$ cat src/rtl/dsi_burst_scheduler.sv
// dsi_burst_scheduler: arbitrates the single DSI HS data path between a video-line
// source and a command-packet source. Each grant streams one whole packet as a
// contiguous hs_en/hs_data burst, waits for the LP->HS sequencer to return to LP-11,
// then holds an LP-11 gap before the next grant.
//
// Ports
//   clk, rst_n              clock, synchronous active-low reset
//   vid_req/len/data        video packet request, length (words), FWFT data
//   vid_rd, vid_grant       video word pop, packet-accepted pulse
//   cmd_req/len/data        command packet request, length (words), FWFT data
//   cmd_rd, cmd_grant       command word pop, packet-accepted pulse
//   hs_en, hs_data          burst enable / word to the LP->HS sequencer
//   hs_out_en, lp_data_hs   sequencer HS-active flag and LP line state
//   busy                    scheduler not idle
//   done                    pulse when the inter-burst gap completes
//   err_len0, err_timeout   zero-length grant / drain timeout pulses
module dsi_burst_scheduler #(
  parameter int unsigned T_GAP       = 8,
  parameter int unsigned DRAIN_TO    = 1023,
  parameter int unsigned MAX_VID_RUN = 4,
  localparam int unsigned LEN_W      = 8,
  localparam int unsigned DATA_W     = 32
) (
  input  logic              clk,
  input  logic              rst_n,
  input  logic              vid_req,
  input  logic [LEN_W-1:0]  vid_len,
  input  logic [DATA_W-1:0] vid_data,
  output logic              vid_rd,
  output logic              vid_grant,
  input  logic              cmd_req,
  input  logic [LEN_W-1:0]  cmd_len,
  input  logic [DATA_W-1:0] cmd_data,
  output logic              cmd_rd,
  output logic              cmd_grant,
  output logic              hs_en,
  output logic [DATA_W-1:0] hs_data,
  input  logic              hs_out_en,
  input  logic [1:0]        lp_data_hs,
  output logic              busy,
  output logic              done,
  output logic              err_len0,
  output logic              err_timeout
);

  localparam int unsigned DRAIN_W = 10;
  localparam int unsigned RUN_W   = 8;
  localparam int unsigned GAP_W   = (T_GAP > 1) ? $clog2(T_GAP) : 1;

  typedef enum logic [1:0] {
    S_IDLE  = 2'd0,
    S_SEND  = 2'd1,
    S_DRAIN = 2'd2,
    S_GAP   = 2'd3
  } state_t;

  state_t             state_q, state_d;
  logic               sel_cmd_q, sel_cmd_d;
  logic [LEN_W-1:0]   word_cnt_q;
  logic [DRAIN_W-1:0] drain_cnt_q;
  logic [GAP_W-1:0]   gap_cnt_q;
  logic               seen_hs_q;
  logic [RUN_W-1:0]   vid_run_q;

  logic               vid_win, cmd_win;
  logic [LEN_W-1:0]   len_win;
  logic               drain_tmo, gap_end;

  // State register
  always_ff @(posedge clk) begin
    if (!rst_n) state_q <= S_IDLE;
    else        state_q <= state_d;
  end

  // Next-state and arbitration decode
  always_comb begin
    state_d   = state_q;
    sel_cmd_d = sel_cmd_q;
    vid_win   = 1'b0;
    cmd_win   = 1'b0;
    len_win   = '0;
    drain_tmo = 1'b0;
    gap_end   = 1'b0;
    case (state_q)
      S_IDLE: begin
        // Video normally wins; a pending command wins once video has run MAX_VID_RUN times.
        if (vid_req && !(cmd_req && (vid_run_q >= RUN_W'(MAX_VID_RUN)))) vid_win = 1'b1;
        else if (cmd_req)                                               cmd_win = 1'b1;
        len_win = cmd_win ? cmd_len : vid_len;
        if (vid_win || cmd_win) begin
          sel_cmd_d = cmd_win;
          state_d   = (len_win == '0) ? S_GAP : S_SEND;
        end
      end
      S_SEND: begin
        if (word_cnt_q == LEN_W'(1)) state_d = S_DRAIN;
      end
      S_DRAIN: begin
        if (seen_hs_q && !hs_out_en && (lp_data_hs == 2'b11)) begin
          state_d = S_GAP;
        end else if (drain_cnt_q == DRAIN_W'(DRAIN_TO - 1)) begin
          drain_tmo = 1'b1;
          state_d   = S_GAP;
        end
      end
      S_GAP: begin
        if (gap_cnt_q == GAP_W'(T_GAP - 1)) begin
          gap_end = 1'b1;
          state_d = S_IDLE;
        end
      end
      default: state_d = S_IDLE;
    endcase
  end

  // Datapath, counters and registered outputs
  always_ff @(posedge clk) begin
    if (!rst_n) begin
      sel_cmd_q   <= 1'b0;
      word_cnt_q  <= '0;
      drain_cnt_q <= '0;
      gap_cnt_q   <= '0;
      seen_hs_q   <= 1'b0;
      vid_run_q   <= '0;
      vid_rd      <= 1'b0;
      cmd_rd      <= 1'b0;
      vid_grant   <= 1'b0;
      cmd_grant   <= 1'b0;
      hs_en       <= 1'b0;
      hs_data     <= '0;
      busy        <= 1'b0;
      done        <= 1'b0;
      err_len0    <= 1'b0;
      err_timeout <= 1'b0;
    end else begin
      sel_cmd_q   <= sel_cmd_d;
      vid_grant   <= vid_win;
      cmd_grant   <= cmd_win;
      err_len0    <= (vid_win || cmd_win) && (len_win == '0);
      err_timeout <= drain_tmo;
      done        <= gap_end;
      busy        <= (state_d != S_IDLE);

      // rd is high for every SEND cycle; the popped word is re-registered onto hs_data
      vid_rd  <= (state_d == S_SEND) && !sel_cmd_d;
      cmd_rd  <= (state_d == S_SEND) &&  sel_cmd_d;
      hs_en   <= vid_rd || cmd_rd;
      if (vid_rd)      hs_data <= vid_data;
      else if (cmd_rd) hs_data <= cmd_data;
      else             hs_data <= '0;

      if (vid_win || cmd_win)    word_cnt_q <= len_win;
      else if (state_q == S_SEND) word_cnt_q <= word_cnt_q - LEN_W'(1);

      drain_cnt_q <= (state_q == S_DRAIN) ? drain_cnt_q + DRAIN_W'(1) : '0;
      seen_hs_q   <= (state_q == S_DRAIN) ? (seen_hs_q || hs_out_en) : 1'b0;
      gap_cnt_q   <= (state_q == S_GAP)   ? gap_cnt_q + GAP_W'(1)     : '0;

      // Saturating count of consecutive video grants
      if (cmd_win)                          vid_run_q <= '0;
      else if (vid_win && vid_run_q != '1) vid_run_q <= vid_run_q + RUN_W'(1);
    end
  end

endmodule
$ cat config.mk
export PLATFORM = sky130hd
export DESIGN_NAME = dsi_burst_scheduler
export DESIGN_NICKNAME = d
export VERILOG_FILES = /design/src/rtl/dsi_burst_scheduler.sv
export SDC_FILE = /design/constraint.sdc
export NUM_CORES = 1
export LEC_CHECK = 0
export ABC_AREA = 0
export CAP_MARGIN = 10
export CORE_MARGIN = 10
export CORE_UTILIZATION = 25
export CTS_CLUSTER_SIZE = 30
export DETAILED_ROUTE_END_ITERATION = 12
export GPL_TIMING_DRIVEN = 0
export HOLD_SLACK_MARGIN = 0.1
export PLACE_DENSITY = 0.65
export SYNTH_ARGS = -nofsm -noshare
export SYNTH_HDL_FRONTEND = slang
export SYNTH_SLANG_ARGS = --single-unit
$ cat constraint.sdc
create_clock -name clk -period 2 [get_ports clk]
set_input_delay 0.5 -clock clk [delete_from_list [all_inputs] [get_ports clk]]
set_output_delay 0.5 -clock clk [all_outputs]
set_load 0.01 [all_outputs]
* After elaboration in Yosys (flattened, before gate mapping) *
Index checks and enable logic that the tools add are counted.

word-level totals
  flip-flop bits (word level) = 74
  bits in latches = 0
  RAM bits = 0
  memory bits (read-only) = 0
  bits of input ports = 87
  output and inout bits = 41
  memories kept = 0

operators by class
  add/subtract/negate cells = 4
  $mul = 0
  div/mod/pow operators = 0
  $lt $le $gt $ge = 1
  equal/unequal tests = 9
  shift-type cells = 0
  muxes and demuxes = 24
  bitwise gates (word level) = 2
  reductions and logical operators = 24

operators with widths
  cell                                                 number
  two-way mux 32 bit                                   2
  two-way mux 8 bit                                    4
  logical NOT 8 bit                                    2
  two-way mux 2 bit                                    6
  two-way mux 1 bit                                    11
  adder 10 x 1 -> 10 bit, second input constant        1
  == test 10 bit, second input constant                1
  adder 8 x 1 -> 8 bit, second input constant          1
  == test 8 x 1 -> 1 bit, second input constant        1
  >= comparator 8 x 3 -> 1 bit, second input constant  1
  logical AND 1 bit                                    8
  != test 8 bit, second input constant                 1
  case mux 2 bit (4 select lines)                      1
  subtractor 8 x 1 -> 8 bit, second input constant     1
  == test 2 bit, second input constant                 3
  == test 2 x 1 -> 1 bit, second input constant        2
  logical OR 1 bit                                     4
  AND reduction 2 bit                                  2
  nonzero test 2 bit                                   2
  adder 3 x 1 -> 3 bit, second input constant          1
  == test 3 bit, second input constant                 1
  logical NOT 1 bit                                    3
  OR reduction 3 bit                                   1
  logical NOT 2 bit                                    1
  2 further kinds                                      3

* Depth between registers and ports, before layout *
  word-level depth = 13
  depth in mapped cells = 6

* Worst setup path before layout *
No wires, ideal clock.

  path type = reg2reg
  start = register vid_run_q[7]
  end = register vid_run_q[5]
  setup time = 0.070 ns
  arrival time = 1.889 ns
  slack = 0.041 ns
  stages on the path, launching flop included = 6
  path buffers = 1
  path through = dfxtp_1 or4_4 o31a_1 buf_6 or4_1 a21oi_1

on the way
  word-level cells in the longest chain between the ends = 8

RTL lines
  what                                                                             RTL line  source
  start: declaration                                                               63        logic [RUN_W-1:0] vid_run_q;
  start signal: assignment                                                         161       else if (vid_win && vid_run_q != '1) vid_run_q <= vid_run_q + RUN_W'(1);
  >= comparator 8 x 3 -> 1 bit                                                     87        if (vid_req && !(cmd_req && (vid_run_q >= RUN_W'(MAX_VID_RUN)))) vid_win = 1'b1;
  logical AND 1 bit                                                                87
  logical NOT 1 bit                                                                87
  logical AND 1 bit                                                                87
  two-way mux 1 bit                                                                87
  two-way mux 1 bit (2 in a row)                                                   84        case (state_q)
  OR reduction 2 bit (no source line) / logical AND 1 bit (equally long branches)  -

Several ways; a longest one is shown, not always the timed one. The select of a mux whose other input is x is not followed.
A chain may end at the register's enable or synchronous reset.

* Final worst setup path *
  start = register vid_run_q[3]
  end = register vid_run_q[5]

The elaborated chain is that of the path after synthesis.

==> results.tsv <==
metric	value	unit
status	complete, but fails checks	
num_antenna_cells	0	
fin_skew	0.00761	ns
ir_drop	404	uV
clock_path_buffers	2	
cellInternalPower	3.17	mW
syn_area	3170	sq um
seqPwrFrac	0.388	
ys_warn_count	0	
rsz0062_at_grt	yes	
tritoncts	done	
cp-start-kind	register	
clkTransAtPathRegs	0.06	ns
max_cap_viol_count	0	
vias	3109	
violations	setup timing	
grt_max_degree	14	
placed_cell_area	4640	sq um
relSlewSlack	0.579	
grt.overflow.total	0	
antenna_found_initial	0	
final_common_cell	clkdlybuf4s50_1	
ant_nets	0	
critPathArrivalTime	2.31	ns
p_comb_frac	0.187	
swShare	0.248	
clock_sinks	74	
layout.nets	583	
clk-insertion-delay-late	0.34	ns
numCtsBuffers	9	
start_util	0.253	
endpoint_kind	register	
area_delta_synth_final	61.6	%
die_h	133	microns
max_freq	489	MHz
synthArstFlopShare	0	
dieArea	17600	sq um
yosysSeqAreaShare	0.468	
ys_seq_elements	74	
place_congestion	0.820	
postSynthCellCount	344	
synth-main-ff-cell	dfxtp_1	
final_area	5120	sq um
tightest_slew	0.625	ns
top_level_ports	128	
cp_max_fo	8	
synth-edff-count	0	
cts_hold_buf	0	
timing.final.ws_setup	-0.0447	ns
post-route-min-period	2.04	ns
coreArea	12500	sq um
ys_types	52	
yosysTopAreaCellShare	0.468	
fp-row-count	41	
setup_viol	3	
p_per_area	822	nW/um^2
hp-class	reg -> reg	
clkPwrFrac	0.425	
wl	10.3	mm
drive_above_1_share	0.0913	
hpwl	8.07	mm
yosysTopAreaCell	dfxtp_1	
viasPerCell	4.68	
first_global_vias	3272	
drv_slew	0	
place_ws	-0.527	ns
wl_per_cell	15.5	microns
critPathRequiredTime	2.27	ns
hold_slack	0.437	ns
final_cells	665	
fin_crit_sh	1.02	
htree_levels	3	
dp.cells	642	
die_w	133	microns
switchingPower	1.04	mW
synthTopCellsByArea	dfxtp_1 47%, a22oi_1 7.3%, nor2_1 6.3%	
syn_nets	439	
drtIter0Drc	167	
p_leak	1.89	nW
layout_common_cells	125 x clkdlybuf4s50_1, 71 x dfxtp_1, 53 x nor2_1	
drc_errors	0	
final_util	0.409	
path_class	reg -> reg	
portBuffers	126	
grt_pass1_wl	16.4	mm
track_usage	0.114	
dr.pass1.iters	4	
root_buffer	clkbuf_16	
synth.avg_cell_area	9.21	sq um
hold_violations	0	
## synthesized netlist by cell type (all sizes together), types with 3 or more instances
cell type and instances:
a211oi 3, a21oi 10, a22oi 31, and2 3
and3 6, clkbuf 17, dfxtp 74, ha 8
inv 9, mux2i 12, nand2 12, nand2b 3
nand3 7, nand4 6, nor2 53, nor2b 4
nor3 9, nor3b 5, nor4 6, o21a 3
o21ai 7, o22ai 3, o31ai 6, or2 3
or3 3, or4 4, xnor2 6, xor2 4
## power groups by stage
stage	Clock, mW	Combinational, mW	Sequential [mW]
floorplan	0	0.346	1.68
global placement	0	0.752	1.66
detailed placement	0	0.767	1.66
CTS	1.85	0.781	1.63
global route	1.91	0.862	1.64
finish	1.79	0.787	1.63
## per-stage QoR
| step | power [mW] | TNS [ns] |
|---|---|---|
| after detailed placement | 2.43 | -9.95 |
| final | 4.21 | -0.0909 |
| after floorplan | 2.03 | 0 |
| after CTS | 4.26 | -0.0632 |
| after global placement | 2.41 | -9.23 |
| after global routing | 4.42 | -0.553 |
## cell type report
class                           instances  area (sq um)
Fill cell                            1275          7400
Multi-Input combinational cell        242          1640
Tap cell                              172           215
Buffer                                 19          87.6
Sequential cell                        74          1490
Inverter                                9          33.8
Clock buffer                           11           253
Clock inverter                          5          85.1
Timing Repair Buffer                  133          1320
## sequential cells by signal, indices dropped and copies added, names as in the netlist, 2 cells and up
signal       cells
drain_cnt_q     10
gap_cnt_q        3
hs_data         32
state_q          2
vid_run_q        8
word_cnt_q       8
## cells by family after synthesis
group,share of synthesized area
multiplexers,0.0415
AND/OR/NAND/NOR,0.220
adder cells (fa/ha/maj),0.0316
flip-flops,0.468
XOR/XNOR,0.0276
AO/OA/AOI/OAI,0.175
buffers and inverters,0.0367
## per-layer routing
layer  global-route usage  vias to the layer above  wire length (microns)  share of wire
met3               0.0420                        9                    539          0.052
met1                0.118                     1480                   4140           0.40
met2                0.213                       71                   5530           0.54
li1                     -                     1549                      -              -
met4               0.0232                        0                     90         0.0087
met5                    0                        -                      0              0
## critical path, cell delays in order (launching register included)
cell and delay [ns]:
dfxtp_4 0.36, or4_4 0.57, o31a_1 0.33, buf_6 0.14, or4_1 0.46, a21oi_1 0.12
## path summary, 6_finish.rpt
kind           startpoint            to  slack (ns)  depth (start not counted)
min reg2reg  gap_cnt_q[0]  gap_cnt_q[0]        0.44                          1
max reg2reg  vid_run_q[3]  vid_run_q[5]       -0.04                          5
max          vid_run_q[3]  vid_run_q[5]       -0.04                          5
min          gap_cnt_q[0]  gap_cnt_q[0]        0.44                          1
## repair_timing
action,4_1_cts,5_1_grt
endpoints found under the hold margin,0,0
endpoints found under the setup margin,22,11
gates resized for setup,9,11
pin swaps,1,14
buffers inserted,1,5
cloned,0,1
No activity file was read; power rests on OpenSTA's default activity.
